<file path="config.mk">
export PLATFORM = sky130hd
export DESIGN_NAME = axis_pipeline_register
export DESIGN_NICKNAME = d
export VERILOG_FILES = /design/src/rtl/axis_pipeline_pkg.sv /design/src/rtl/axis_register_stage.sv /design/src/rtl/axis_pipeline_register.sv
export SDC_FILE = /design/constraint.sdc
export NUM_CORES = 1
export LEC_CHECK = 0
export CAP_MARGIN = 20
export CORE_ASPECT_RATIO = 0.9
export CORE_MARGIN = 5
export CORE_UTILIZATION = 40
export DETAILED_ROUTE_END_ITERATION = 8
export HOLD_SLACK_MARGIN = 0.06
export PLACE_DENSITY = 0.6
export SLEW_MARGIN = 30
export SYNTH_ARGS = -nofsm -noshare
export SYNTH_HDL_FRONTEND = slang
export SYNTH_HIERARCHICAL = 1
export SYNTH_SLANG_ARGS = --single-unit
</file>
<file path="constraint.sdc">
create_clock -name clk -period 2.5 [get_ports clk]
set_input_delay 0.5 -clock clk [delete_from_list [all_inputs] [get_ports clk]]
set_output_delay 0.5 -clock clk [all_outputs]
set_load 0.005 [all_outputs]
</file>
<file path="src/rtl/axis_pipeline_pkg.sv">
// Shared constants and helpers for the AXI4-Stream register pipeline.
// Optional tkeep support is enabled by defining AXIS_PIPELINE_KEEP_EN.
package axis_pipeline_pkg;

   localparam int REG_BYPASS = 0;
   localparam int REG_SIMPLE = 1;
   localparam int REG_SKID   = 2;

   // Number of tkeep bits for a given tdata width (one bit per byte lane).
   function automatic int keep_width(input int data_width);
      return (data_width + 7) / 8;
   endfunction

endpackage

</file>
<file path="src/rtl/axis_register_stage.sv">
// One AXI4-Stream register stage: forward-registered (REG_SIMPLE) or full
// skid buffer with registered ready (REG_SKID). The payload is opaque here.
module axis_register_stage
   import axis_pipeline_pkg::*;
#(
   parameter int PAYLOAD_W = 33,
   parameter int REG_TYPE  = REG_SKID
) (
   input  logic                 clk,
   input  logic                 rst,
   input  logic [PAYLOAD_W-1:0] s_payload_i,
   input  logic                 s_valid_i,
   output logic                 s_ready_o,
   output logic [PAYLOAD_W-1:0] m_payload_o,
   output logic                 m_valid_o,
   input  logic                 m_ready_i
);

   generate
      if (REG_TYPE == REG_SKID) begin : g_skid
         logic [PAYLOAD_W-1:0] m_payload_q;
         logic [PAYLOAD_W-1:0] temp_payload_q;
         logic                 m_valid_q, m_valid_d;
         logic                 temp_valid_q, temp_valid_d;
         logic                 s_ready_q, s_ready_d;
         logic                 load_out_from_in, load_out_from_temp, load_temp;

         // Ready is computed one cycle early so it can be registered: stay open
         // if downstream drains, or if the skid slot is guaranteed to be free.
         always_comb begin
            m_valid_d          = m_valid_q;
            temp_valid_d       = temp_valid_q;
            load_out_from_in   = 1'b0;
            load_out_from_temp = 1'b0;
            load_temp          = 1'b0;
            s_ready_d          = m_ready_i || (!temp_valid_q && (!m_valid_q || !s_valid_i));

            if (s_ready_q) begin
               if (m_ready_i || !m_valid_q) begin
                  m_valid_d        = s_valid_i;
                  load_out_from_in = 1'b1;
               end else begin
                  temp_valid_d = s_valid_i;
                  load_temp    = 1'b1;
               end
            end else if (m_ready_i) begin
               // Skid contents always leave before any new beat is admitted.
               m_valid_d          = temp_valid_q;
               temp_valid_d       = 1'b0;
               load_out_from_temp = 1'b1;
            end
         end

         // NOTE: state uses non-blocking assignments so every flop samples the
         // pre-edge values; blocking here would create order-dependent races.
         always_ff @(posedge clk or posedge rst) begin
            if (rst) begin
               m_valid_q    <= 1'b0;
               temp_valid_q <= 1'b0;
               s_ready_q    <= 1'b0;
            end else begin
               m_valid_q    <= m_valid_d;
               temp_valid_q <= temp_valid_d;
               s_ready_q    <= s_ready_d;
            end
         end

         // NOTE: payload registers are reset as well so the outputs read zero
         // (not X) while reset is held; they are flops, not a memory array.
         always_ff @(posedge clk or posedge rst) begin
            if (rst) begin
               m_payload_q    <= '0;
               temp_payload_q <= '0;
            end else begin
               if (load_out_from_in) begin
                  m_payload_q <= s_payload_i;
               end else if (load_out_from_temp) begin
                  m_payload_q <= temp_payload_q;
               end
               if (load_temp) begin
                  temp_payload_q <= s_payload_i;
               end
            end
         end

         assign s_ready_o   = s_ready_q;
         assign m_payload_o = m_payload_q;
         assign m_valid_o   = m_valid_q;

      end else if (REG_TYPE == REG_SIMPLE) begin : g_simple
         logic [PAYLOAD_W-1:0] m_payload_q;
         logic                 m_valid_q;

         // Ready stays combinational so a full stage can reload in the same
         // cycle it empties, giving one beat per cycle without a skid slot.
         assign s_ready_o = !m_valid_q || m_ready_i;

         always_ff @(posedge clk or posedge rst) begin
            if (rst) begin
               m_payload_q <= '0;
               m_valid_q   <= 1'b0;
            end else if (s_valid_i && s_ready_o) begin
               m_payload_q <= s_payload_i;
               m_valid_q   <= 1'b1;
            end else if (m_ready_i) begin
               m_valid_q <= 1'b0;
            end
         end

         assign m_payload_o = m_payload_q;
         assign m_valid_o   = m_valid_q;

      end else begin : g_bypass
         assign s_ready_o   = m_ready_i;
         assign m_payload_o = s_payload_i;
         assign m_valid_o   = s_valid_i;
      end
   endgenerate

endmodule

</file>
<file path="src/rtl/axis_pipeline_register.sv">
// AXI4-Stream register pipeline: LENGTH cascaded stages of REG_TYPE, or plain
// wires for bypass. Define AXIS_PIPELINE_KEEP_EN to carry tkeep with each beat.
module axis_pipeline_register
   import axis_pipeline_pkg::*;
#(
   parameter int DATA_WIDTH = 32,
   parameter int REG_TYPE   = REG_SKID,
   parameter int LENGTH     = 2
) (
   input  logic                    clk,
   input  logic                    rst,
   input  logic [DATA_WIDTH-1:0]   s_axis_tdata,
`ifdef AXIS_PIPELINE_KEEP_EN
   input  logic [DATA_WIDTH/8-1:0] s_axis_tkeep,
`endif
   input  logic                    s_axis_tvalid,
   output logic                    s_axis_tready,
   input  logic                    s_axis_tlast,
   output logic [DATA_WIDTH-1:0]   m_axis_tdata,
`ifdef AXIS_PIPELINE_KEEP_EN
   output logic [DATA_WIDTH/8-1:0] m_axis_tkeep,
`endif
   output logic                    m_axis_tvalid,
   input  logic                    m_axis_tready,
   output logic                    m_axis_tlast
);

`ifdef AXIS_PIPELINE_KEEP_EN
   localparam int KEEP_W    = keep_width(DATA_WIDTH);
   localparam int PAYLOAD_W = DATA_WIDTH + KEEP_W + 1;
`else
   localparam int PAYLOAD_W = DATA_WIDTH + 1;
`endif

   logic [PAYLOAD_W-1:0] s_payload;
   logic [PAYLOAD_W-1:0] m_payload;

`ifdef AXIS_PIPELINE_KEEP_EN
   assign s_payload = {s_axis_tkeep, s_axis_tlast, s_axis_tdata};
   assign {m_axis_tkeep, m_axis_tlast, m_axis_tdata} = m_payload;
`else
   assign s_payload = {s_axis_tlast, s_axis_tdata};
   assign {m_axis_tlast, m_axis_tdata} = m_payload;
`endif

   generate
      if (LENGTH == 0 || REG_TYPE == REG_BYPASS) begin : g_bypass
         assign m_payload     = s_payload;
         assign m_axis_tvalid = s_axis_tvalid;
         assign s_axis_tready = m_axis_tready;
      end else begin : g_chain
         // Element k is the slave side of stage k; element LENGTH is the output.
         logic [PAYLOAD_W-1:0] payload [LENGTH+1];
         logic                 valid   [LENGTH+1];
         logic                 ready   [LENGTH+1];

         assign payload[0]     = s_payload;
         assign valid[0]       = s_axis_tvalid;
         assign s_axis_tready  = ready[0];
         assign m_payload      = payload[LENGTH];
         assign m_axis_tvalid  = valid[LENGTH];
         assign ready[LENGTH]  = m_axis_tready;

         for (genvar k = 0; k < LENGTH; k++) begin : g_stage
            axis_register_stage #(
               .PAYLOAD_W (PAYLOAD_W),
               .REG_TYPE  (REG_TYPE)
            ) u_stage (
               .clk         (clk),
               .rst         (rst),
               .s_payload_i (payload[k]),
               .s_valid_i   (valid[k]),
               .s_ready_o   (ready[k]),
               .m_payload_o (payload[k+1]),
               .m_valid_o   (valid[k+1]),
               .m_ready_i   (ready[k+1])
            );
         end
      end
   endgenerate

endmodule

</file>
==> impl_metrics.ini, run 1 <==
[outcome]
status = finished, final reports clean

[pwr]
irDropWorstVdd_mv = 0.661
p_leak_uw = 0.00343
total_power_uw = 10400
power_density_nw_per_um2 = 1320

[synthesis]
synth_area_leader_cell = dfrtp_1
ys.warnings.count = 6
avgSynthCellArea_um2 = 13.6
ys_seq_area_frac = 0.538
yosys.area.top_type_share = 0.538
netlist_area_um2 = 6410
synthCells = 472
yosysUniqueCellTypes = 27
synth_area_leaders = dfrtp_1 (54%), mux2_4 (14%), o221a_2 (7.4%)
synth_nets = 509
yosys_register_bits = 138

[placed_design]
hpwl_um = 9100
port_buffers = 71
pre_cts_slack_ps = 463
gp_congestion = 0.745

[clocking]
tritoncts = done
root_buffer = clkbuf_16
cts_made_buffers = 17
cts_buffer_depth = 2
cts_setup_buffers = 0
clock-sinks = 138
post_cts_resized = 0
clk_latency_ps = 420
path_clk_slew_ps = 60
cts_hold_buf = 0
cts_max_level = 4

[sta]
setup_ws_ps = 532
clock_skew_ps = 10.3
timing.fmax_mhz = 508
finalCriticalPeriod_ps = 1970
rsz0062_at_grt = false
maxSlewViolCount = 0
setup_tns_ps = 0
slew_headroom = 0.613
hold_violations = 0
tightest_slew_ps = 578
finalCritPeriodShare = 0.787
setup_viol = 0

[cells_and_area]
final_common_cell = dfrtp_1
final_nets = 575
layout_common_cells = dfrtp_1 (137), clkdlybuf4s50_1 (70), mux2_4 (60)
syn2layout_area_growth_pct = 22.5
final_core_util = 0.492
diodes = 0
layout-drive-gt1-share = 0.298

[floorplanning]
num_rows = 44
ios = 72
start_util = 0.402
fp.dieH_um = 130
die_area_um2 = 18700
core-area_um2 = 16000
die_w_um = 143

[drt]
drt_iter0_markers = 264
drt-total-wl_um = 14600
vias_per_cell = 5.55
drc = 0
vias = 4198
detail_route.wl_per_cell_um = 19.3
ant_nets = 0
drt_first_pass_iters = 5

[global_route]
grt-ovfl-total = 0
grt_max_degree = 70
grt_usage = 0.166
grt_pass1_wl_um = 24400
antenna_found_initial = 0
grt_pass1_vias = 4504

[setup_path]
crit_chain = clkdlybuf4s50_1
required_ps = 2000
worstReg2RegEnd = g_chain.g_stage[1].u_stage/m_payload_o[29]
cp.arrival_ps = 1470
worst_path_largest_cell_delay_ps = 560
critical_path.slowest_cell = clkdlybuf4s50_1
cp.buffers_inverters = 1
reg2reg_depth = 4
cp-end-kind = output pin
startpoint_type = flip-flop
critPathMaxFanout = 6
crit_start = g_chain.g_stage[1].u_stage/m_valid_o
crit_family = buffers and inverters
critical_path_depth = 1
rrSetupSlack_ps = 630
critical_path_class = reg -> out
r2r-start = g_chain.g_stage[1].u_stage/s_ready_o

[worst_hold_path]
min_path_type = in -> async

[run]
drv_cap = 0
[kinds of logic (layout without fill, tap and decap cells)]
kind of cell    after synthesis  after routing  share of synthesized area
buf+inv                      70            148                     0.0620
simple gates                 56             56                     0.0546
mux                          66             66                      0.151
compound gates              142            142                      0.194
flops                       138            138                      0.538
[per-layer routing]
metal	routed length, um	vias to the layer above	track usage
met5	0	-	0
met4	255	0	0.0609
met3	590	14	0.0429
met2	6940	87	0.261
met1	6860	2198	0.223
li1	-	1899	-
[worst max path at each step]
stage	to	slack (ps)
after floorplan	async pin	260
after global placement	g_chain.g_stage[1].u_stage/m_payload_o[28]	520
after detailed placement	g_chain.g_stage[1].u_stage/m_payload_o[29]	460
after CTS	m_axis_tvalid	520
after global routing	m_axis_tvalid	500
final	m_axis_tvalid	530
[area by class of cell]
class                   instances  area [um2]
fillers                      1402        8110
repair buffers                 87         901
inverters                      30         113
multi-input cells             264        2560
well taps                     207         259
clock buffers                  19         443
clock inverters                12         125
flip-flops and latches        138        3450
[sequential cells by signal (all words and copies together) (netlist names)]
signal	flops
g_chain.g_stage.u_stage/g_skid.temp_payload_q	66
g_chain.g_stage.u_stage/m_payload_o	66
g_chain.g_stage.u_stage/g_skid.temp_valid_q	2
g_chain.g_stage.u_stage/m_valid_o	2
g_chain.g_stage.u_stage/s_ready_o	2
[cell usage after synthesis (all sizes together)]
cell / number
nand2: 4
buf: 36
a21oi: 2
a21o: 2
o22ai: 2
a221o: 2
mux2: 66
nand2b: 2
or2: 2
and2b: 2
o221a: 42
nand3: 2
dfrtp: 138
a211o: 42
o21a: 2
a32oi: 24
inv: 30
nor2b: 44
o21ai: 24
clkbuf: 4
[stage by stage]
| stage | hold slack, ps | cell area, um2 | instances |
|---|---|---|---|
| 2_1_floorplan | 461 | 6410 | 472 |
| 3_3_place_gp | 480 | 7290 | 726 |
| 3_5_place_dp | 486 | 7290 | 726 |
| 4_1_cts | 500 | 7860 | 757 |
| 5_1_grt | 518 | 7860 | 757 |
| 6_report | 498 | 7860 | 757 |
[report_power, final]
part / switching [uW] / total (uW) / internal [uW]
clock: 945 / 2430 / 1480
combinational: 1410 / 3760 / 2360
sequential: 860 / 4210 / 3350
total: 3210 / 10400 / 7180
Power figures use the tool's default switching activity.
==> run 2, diff against run 1 <==
Clock period 2.5 ns to 2 ns, I/O delays scaled along.
==> run 2 against run 1 <==
Net effect:
- critical path depth stayed put
- design area is 0.54% higher
- register-to-register slack worse by 380 ps
- clock skew is 4.2 ps lower
- setup slack worse by 370 ps
- clock power is 35% higher
- combinational power is 27% higher
- wire length is 1.3% higher
- first-iteration DRC count is 17% lower
- core utilization is 0.27 points higher
- count of clock-buffer cells in the layout is 2 higher
- global-route usage is 0.064 points higher
==> impl_metrics.ini, run 2 (same netlist as run 1, synthesis figures left out) <==
[outcome]
status = finished, final reports clean

[cells_and_area]
diodes = 0
layout-drive-gt1-share = 0.297
syn2layout_area_growth_pct = 23.2
final_common_cell = dfrtp_1
final_nets = 575
fillers = 1387
layout_common_cells = dfrtp_1 (137), clkdlybuf4s50_1 (70), mux2_4 (60)

[drt]
detail_route.wl_per_cell_um = 19.6
vias = 4151
vias_per_cell = 5.49
drc = 0
drt_first_pass_iters = 5
ant_nets = 0
drt-total-wl_um = 14800
drt_iter0_markers = 220

[setup_path]
critical_path_class = reg -> out
crit_chain = clkdlybuf4s50_1
reg2reg_depth = 4
startpoint_type = flip-flop
cp-end-kind = output pin
rrSetupSlack_ps = 250
cp.buffers_inverters = 1
required_ps = 1600
r2r-start = g_chain.g_stage[1].u_stage/s_ready_o
critPathMaxFanout = 5
cp.arrival_ps = 1440
worst_path_largest_cell_delay_ps = 550
crit_family = buffers and inverters
critical_path.slowest_cell = clkdlybuf4s50_1
worstReg2RegEnd = g_chain.g_stage[0].u_stage/m_payload_o[6]

[pwr]
power_density_nw_per_um2 = 1680
p_leak_uw = 0.00345
total_power_uw = 13300
irDropWorstVdd_mv = 1.05

[sta]
maxSlewViolCount = 0
finalCriticalPeriod_ps = 1840
tightest_slew_ps = 655
finalCritPeriodShare = 0.918
setup_tns_ps = 0
hold_violations = 0
setup_viol = 0
clock_skew_ps = 6.12
timing.fmax_mhz = 545
slew_headroom = 0.562
rsz0062_at_grt = false

[floorplanning]
num_rows = 44
die_w_um = 143
ios = 72
fp.dieH_um = 130
core-area_um2 = 16000
die_area_um2 = 18700
start_util = 0.402

[clocking]
clock-sinks = 138
tritoncts = done
post_cts_resized = 0
path_clk_slew_ps = 50
cts_buffer_depth = 2
cts_max_level = 4
cts_made_buffers = 17
cts_setup_buffers = 0
root_buffer = clkbuf_16
cts_hold_buf = 0
clk_latency_ps = 420

[worst_hold_path]
hp-start = m_axis_tready
min_path_type = in -> reg
worstHoldEndpoint = g_chain.g_stage[1].u_stage/g_skid.temp_valid_q
holdPathStages = 2

[global_route]
grt_pass1_vias = 4351
grt_max_degree = 70
grt_pass1_wl_um = 24200
grt-ovfl-total = 0
antenna_found_initial = 0
grt_usage = 0.167

[placed_design]
hpwl_um = 9030
port_buffers = 71
gp_congestion = 0.725

[run]
drv_cap = 0
==> run 2: cell count changes in the layout (fill, tap and decap cells not counted), sizes merged <==
cell / previous run / this run
bufinv: 2 / 4
clkbuf: 19 / 21
clkinv: 6 / 5
clkinvlp: 3 / 2
inv: 31 / 28
==> run 2: cell type report <==
class                      instances  area [um2]  share of cell area
sequential                       138        3450               0.437
multi-input combinational        264        2560               0.324
timing repair buffer              87         888               0.112
clock buffer                      21         470              0.0596
tap                              207         259              0.0328
clock inverter                     9         145              0.0184
inverter                          30         120              0.0152
==> run 2: stage by stage <==
stage,worst slack [ps],hold WS (ps),util,instance area [um2],std cells
6_report,164,283,0.495,7900,756
5_1_grt,112,292,0.495,7900,756
4_1_cts,161,277,0.495,7900,756
3_5_place_dp,282,485,0.456,7280,726
3_3_place_gp,281,474,0.456,7280,726
2_1_floorplan,638,461,-,6420,472
==> run 2: worst max path at each step <==
stage,startpoint,cells past startpoint,end
2_1_floorplan,g_chain.g_stage[1].u_stage/s_ready_o,4,flip-flop
3_3_place_gp,g_chain.g_stage[1].u_stage/s_ready_o,4,g_chain.g_stage[0].u_stage/m_payload_o[6]
3_5_place_dp,g_chain.g_stage[1].u_stage/s_ready_o,4,g_chain.g_stage[0].u_stage/m_payload_o[6]
4_1_cts,g_chain.g_stage[1].u_stage/m_valid_o,1,m_axis_tvalid
5_1_grt,g_chain.g_stage[0].u_stage/s_ready_o,1,s_axis_tready
6_report,g_chain.g_stage[0].u_stage/s_ready_o,1,s_axis_tready
==> run 2: layer usage <==
layer  GRT usage  vias up  wire, um
li1            -     1893         -
met1       0.226     2161      6990
met2       0.262       83      7080
met3      0.0399       14       588
met4      0.0598        0       183
met5           0        -         0
==> run 2: report_power, final <==
part           switching [uW]  internal, uW  total, uW
clock                    1130          2160       3290
sequential               1040          4180       5220
combinational            1800          2960       4760
